<file path="src/rtl/reg_bus_initiator.sv">
// Single-outstanding register bus initiator: turns valid/ready commands into one
// reg_cs access at a time, guarded by an ack timeout, and returns a valid/ready response.
module reg_bus_initiator #(
    parameter int AW      = 4,
    parameter int TIMEOUT = 1023
) (
    input  logic          mclk,
    input  logic          h_reset_n,
    input  logic          cmd_valid,
    output logic          cmd_ready,
    input  logic          cmd_wr,
    input  logic [AW-1:0] cmd_addr,
    input  logic [31:0]   cmd_wdata,
    input  logic [3:0]    cmd_be,
    output logic          rsp_valid,
    input  logic          rsp_ready,
    output logic [31:0]   rsp_rdata,
    output logic          rsp_err,
    output logic          reg_cs,
    output logic          reg_wr,
    output logic [AW-1:0] reg_addr,
    output logic [31:0]   reg_wdata,
    output logic [3:0]    reg_be,
    input  logic [31:0]   reg_rdata,
    input  logic          reg_ack,
    output logic          busy
);

    localparam int CW = (TIMEOUT < 1) ? 1 : $clog2(TIMEOUT + 1);
    localparam logic [CW-1:0] CNT_LAST = CW'(TIMEOUT - 1);
    localparam logic [CW-1:0] CNT_MAX  = '1;

    typedef enum logic [1:0] {
        IDLE,
        ACCESS,
        RESP
    } state_t;

    state_t        state;
    logic [CW-1:0] cnt;

    always_ff @(posedge mclk or negedge h_reset_n) begin
        if (!h_reset_n) begin
            state     <= IDLE;
            cnt       <= '0;
            cmd_ready <= 1'b0;
            rsp_valid <= 1'b0;
            rsp_rdata <= '0;
            rsp_err   <= 1'b0;
            reg_cs    <= 1'b0;
            reg_wr    <= 1'b0;
            reg_addr  <= '0;
            reg_wdata <= '0;
            reg_be    <= '0;
            busy      <= 1'b0;
        end else begin
            case (state)
                IDLE: begin
                    cmd_ready <= 1'b1;
                    if (cmd_valid && cmd_ready) begin
                        reg_cs    <= 1'b1;
                        reg_wr    <= cmd_wr;
                        reg_addr  <= cmd_addr;
                        reg_wdata <= cmd_wdata;
                        reg_be    <= cmd_be;
                        cnt       <= '0;
                        cmd_ready <= 1'b0;
                        busy      <= 1'b1;
                        state     <= ACCESS;
                    end
                end
                ACCESS: begin
                    // Ack is checked first so an ack on the final allowed cycle still wins.
                    if (reg_ack) begin
                        reg_cs    <= 1'b0;
                        rsp_rdata <= reg_wr ? '0 : reg_rdata;
                        rsp_err   <= 1'b0;
                        rsp_valid <= 1'b1;
                        state     <= RESP;
                    end else if ((TIMEOUT != 0) && (cnt == CNT_LAST)) begin
                        reg_cs    <= 1'b0;
                        rsp_rdata <= 32'hFFFF_FFFF;
                        rsp_err   <= 1'b1;
                        rsp_valid <= 1'b1;
                        state     <= RESP;
                    end else if (cnt != CNT_MAX) begin
                        cnt <= cnt + 1'b1;
                    end
                end
                RESP: begin
                    // Returning through IDLE keeps reg_cs low for at least two cycles.
                    if (rsp_ready) begin
                        rsp_valid <= 1'b0;
                        cmd_ready <= 1'b1;
                        busy      <= 1'b0;
                        state     <= IDLE;
                    end
                end
                default: begin
                    state <= IDLE;
                end
            endcase
        end
    end

endmodule
</file>
<file path="config.mk">
export PLATFORM = sky130hd
export DESIGN_NAME = reg_bus_initiator
export DESIGN_NICKNAME = d
export VERILOG_FILES = /design/src/rtl/reg_bus_initiator.sv
export SDC_FILE = /design/constraint.sdc
export NUM_CORES = 1
export LEC_CHECK = 0
export CAP_MARGIN = 10
export CELL_PAD_IN_SITES_DETAIL_PLACEMENT = 0
export CELL_PAD_IN_SITES_GLOBAL_PLACEMENT = 1
export CORE_MARGIN = 2
export CORE_UTILIZATION = 32
export CTS_BUF_LIST = sky130_fd_sc_hd__clkbuf_8 sky130_fd_sc_hd__clkbuf_16
export DETAILED_ROUTE_END_ITERATION = 10
export PLACE_DENSITY_LB_ADDON = 0.1
export SLEW_MARGIN = 20
export SYNTH_ARGS = -nofsm -noshare
export SYNTH_HDL_FRONTEND = slang
export SYNTH_SLANG_ARGS = --single-unit
</file>
<file path="constraint.sdc">
create_clock -name mclk -period 2.3 [get_ports mclk]
set_clock_uncertainty 0.05 [all_clocks]
set_input_delay 0.46 -clock mclk [delete_from_list [all_inputs] [get_ports mclk]]
set_output_delay 0.46 -clock mclk [all_outputs]
set_load 0.02 [all_outputs]
</file>
==> qor.csv <==
stage;metric;value;unit
run_status;status;finished clean;
sta;Slew Viols, Final;0;
clock_network;clk slew on worst S/H paths;60;ps
global_route;gr ovfl total;0;
finish;ANT cells;0;
sta;Slew Limit Headroom;0.6089;
critical_path;crit-path max FO;6;
critical_path;critical path endpoint category;register;
synth;sequential cell area fraction in the yosys report;0.5754;
synth;xor/xnor share of the synthesized area;0;
die;DIE AREA;13130;µm²
flow_run;Max-cap violations;0;
die;die width;114.6;µm
sta;unrepaired setup endpoints after global routing;no;
critical_path;Req. time, crit path;2460;ps
power_and_ir_drop;peak supply drop;0.6092;mV
synth;Synth Cell Area;3914;µm²
clock_network;CTS Buf Count;9;
synth;Adder-Cell Fraction of Synth Area;0.006394;
synth;ys async rst share;1.000;
die;core area;11960;µm²
die;I/O pin total;156;
sta;Worst-Margin Slew;586.7;ps
critical_path;Critical Setup Path Class;in -> reg;
synth;Compound-Gate Fraction of Synth Area;0.1061;
finish;Area Growth Syn to Fin;53.39;%
clock_network;post-CTS setup buffer count;0;
synth;largest family of logic cells by synthesized area;simple AND/OR/NAND/NOR gates;
critical_path;Worst EP arrival;2060;ps
clock_network;clk root buf;clkbuf_16;
routing;antenna viol nets, final;0;
finish;final instance area;6003;µm²
place;Place WS;11.45;ps
clock_network;clock buffer depth;2;
sta;final hold vios;0;
synth;Yosys cell types;38;
critical_path;crit start category;input port;
routing;WL/cell;14.89;µm
finish;post-layout net count;640;
finish;Reg area;2252;µm²
place;HPWL Detailed;7.228;mm
synth;post-synthesis cell count;408;
die;Die H;114.6;µm
sta;Worst Setup Slack, final;392.9;ps
sta;Final min period;1907;ps
global_route;Total GRT Usage;0.1707;
place;Cell Area, Placed;5662;µm²
power_and_ir_drop;Int Pwr;5.295;mW
finish;commonest non-fill, non-tap cells in the layout;154 x clkdlybuf4s50_1, 129 x nand2_1, 90 x dfrtp_1;
power_and_ir_drop;Gate power share;0.479;
finish;filler instances;1133;
sta;hold slack final;61.89;ps
synth;post-synthesis average cell area;9.593;µm²
synth;Post-synth EDFFs;0;
clock_network;TritonCTS clock tree;done;
routing;vias per cell;4.741;
place;RePlAce Congestion;0.7465;
clock_network;Resize count post-CTS;0;
routing;# DRC;0;
synth;flops & latches, synth;90;
sta;# setup viols final;0;
global_route;global-route wire length before repair;17.55;mm
min_path;HP Class;in -> async;
global_route;vias in the first global route;3527;
finish;area taken by multi-input logic gates;1539;µm²
power_and_ir_drop;Final Total Pwr;8.394;mW
die;Initial Utilization;0.3272;
sta;Fmax achieved;0.5244;GHz
power_and_ir_drop;Power Density;1398;nW/µm²
clock_network;# hold bufs at CTS;0;
critical_path;Worst R2R Setup Slack;450;ps
synth;Synth Warn #;0;
synth;Syn Nets;488;
routing;vias;3371;
synth;simple-gate share of the synthesized area;0.2698;
power_and_ir_drop;leak pwr;2.624;nW
clock_network;H-Tree Depth;3;
die;Site Rows;40;
finish;layout cell share with drive strength beyond 1;0.06560;
clock_network;worst skew pair latency;340;ps
finish;commonest non-fill, non-tap cell in the layout;clkdlybuf4s50_1;
power_and_ir_drop;NetSw;3.098;mW
global_route;largest net degree at the start of global routing;48;
routing;final wirelength;10.59;mm
place;Buffers on Ports;155;
synth;mux cell area share after synthesis;0.005115;
power_and_ir_drop;clock share of power;0.200;
routing;initial DRC count;99;
sta;period utilization;0.8292;
routing;Detailed Routing Iterations Pass 1;4;
sta;setup TNS;0;ps
power_and_ir_drop;Sw Share;0.3691;
power_and_ir_drop;Sequential Power Share;0.321;
global_route;initial antenna violation count;0;
synth;ys flop type;dfrtp_1;
clock_network;CTS Sinks;90;
power groups by stage:
stage / sequential (mW) / clock [mW] / combinational, mW
2_1_floorplan: 3.50 / 0 / 1.34
3_3_place_gp: 2.69 / 0 / 4.07
3_5_place_dp: 2.72 / 0 / 4.09
4_1_cts: 2.71 / 1.73 / 4.10
5_1_grt: 2.79 / 1.79 / 4.38
6_report: 2.69 / 1.68 / 4.02
registers in the layout, indices dropped and copies added, names as in the netlist:
| register | flops |
|---|---|
| rsp_valid | 1 |
| reg_be | 4 |
| cnt | 10 |
| reg_wr | 1 |
| rsp_rdata | 32 |
| rsp_err | 1 |
| reg_wdata | 32 |
| state | 2 |
| reg_addr | 4 |
| busy | 1 |
| reg_cs | 1 |
| cmd_ready | 1 |
routing by layer:
metal  part of all wire  global-route usage  vias up
met2               0.49              0.2828       88
met5                  0                   0        -
met4              0.011             0.05122        0
met1               0.42              0.2099     1629
li1                   -                   -     1646
met3              0.072             0.05982        8
cell usage after synthesis (all sizes together) (3+ instances only):
cell / instances / share of area
nand2: 129 / 0.12
dfrtp: 90 / 0.58
nand2b: 35 / 0.056
nand3: 35 / 0.045
o21a: 33 / 0.063
clkbuf: 17 / 0.016
buf: 9 / 0.015
a21oi: 7 / 0.0090
nor2: 7 / 0.0074
inv: 6 / 0.0058
o21ai: 6 / 0.0077
o31ai: 4 / 0.0077
nand4: 3 / 0.0048
or4: 3 / 0.0058
cell families (layout without fill, tap and decap cells):
family / Yosys count / in the layout
buffers and inverters: 32 / 188
adders and majority gates: 2 / 2
and+or+nand+nor: 224 / 224
AOI/OAI and AO/OA: 58 / 58
muxes: 2 / 2
DFF: 90 / 90
path summary, 6_finish.rpt:
check                                          startpoint                         to  cells after the start
worst max-delay path                            cmd_valid         cnt[6]$_DFFE_PN0P_                      5
worst min-delay path                            h_reset_n   rsp_rdata[5]$_DFFE_PN0P_                      1
worst max register to register       state[1]$_DFFE_PN0P_         cnt[6]$_DFFE_PN0P_                      4
worst min register to register  reg_wdata[23]$_DFFE_PN0P_  reg_wdata[23]$_DFFE_PN0P_                      2
max in group asynchronous                       h_reset_n  rsp_rdata[26]$_DFFE_PN0P_                      2
min in group mclk               reg_wdata[23]$_DFFE_PN0P_  reg_wdata[23]$_DFFE_PN0P_                      2
critical path: stages:
cell	delay, ps
clkdlybuf4s50_1	510
nor4bb_4	360
o2111ai_2	240
o311ai_0	360
o41ai_1	130
through the flow:
step / util / cells
CTS: 0.5019 / 711
finish: 0.5019 / 711
floorplan: - / 408
global route: 0.5019 / 711
global placement: 0.4733 / 696
detailed placement: 0.4733 / 696
final cells by class:
cell class	count	share of cell area
Inverter	6	0.003752
Tap cell	147	0.03064
Multi-Input combinational cell	286	0.2564
Timing Repair Buffer	167	0.2772
Sequential cell	90	0.3752
Clock inverter	5	0.01709
Clock buffer	10	0.03981
No activity file was read; power rests on OpenSTA's default activity.
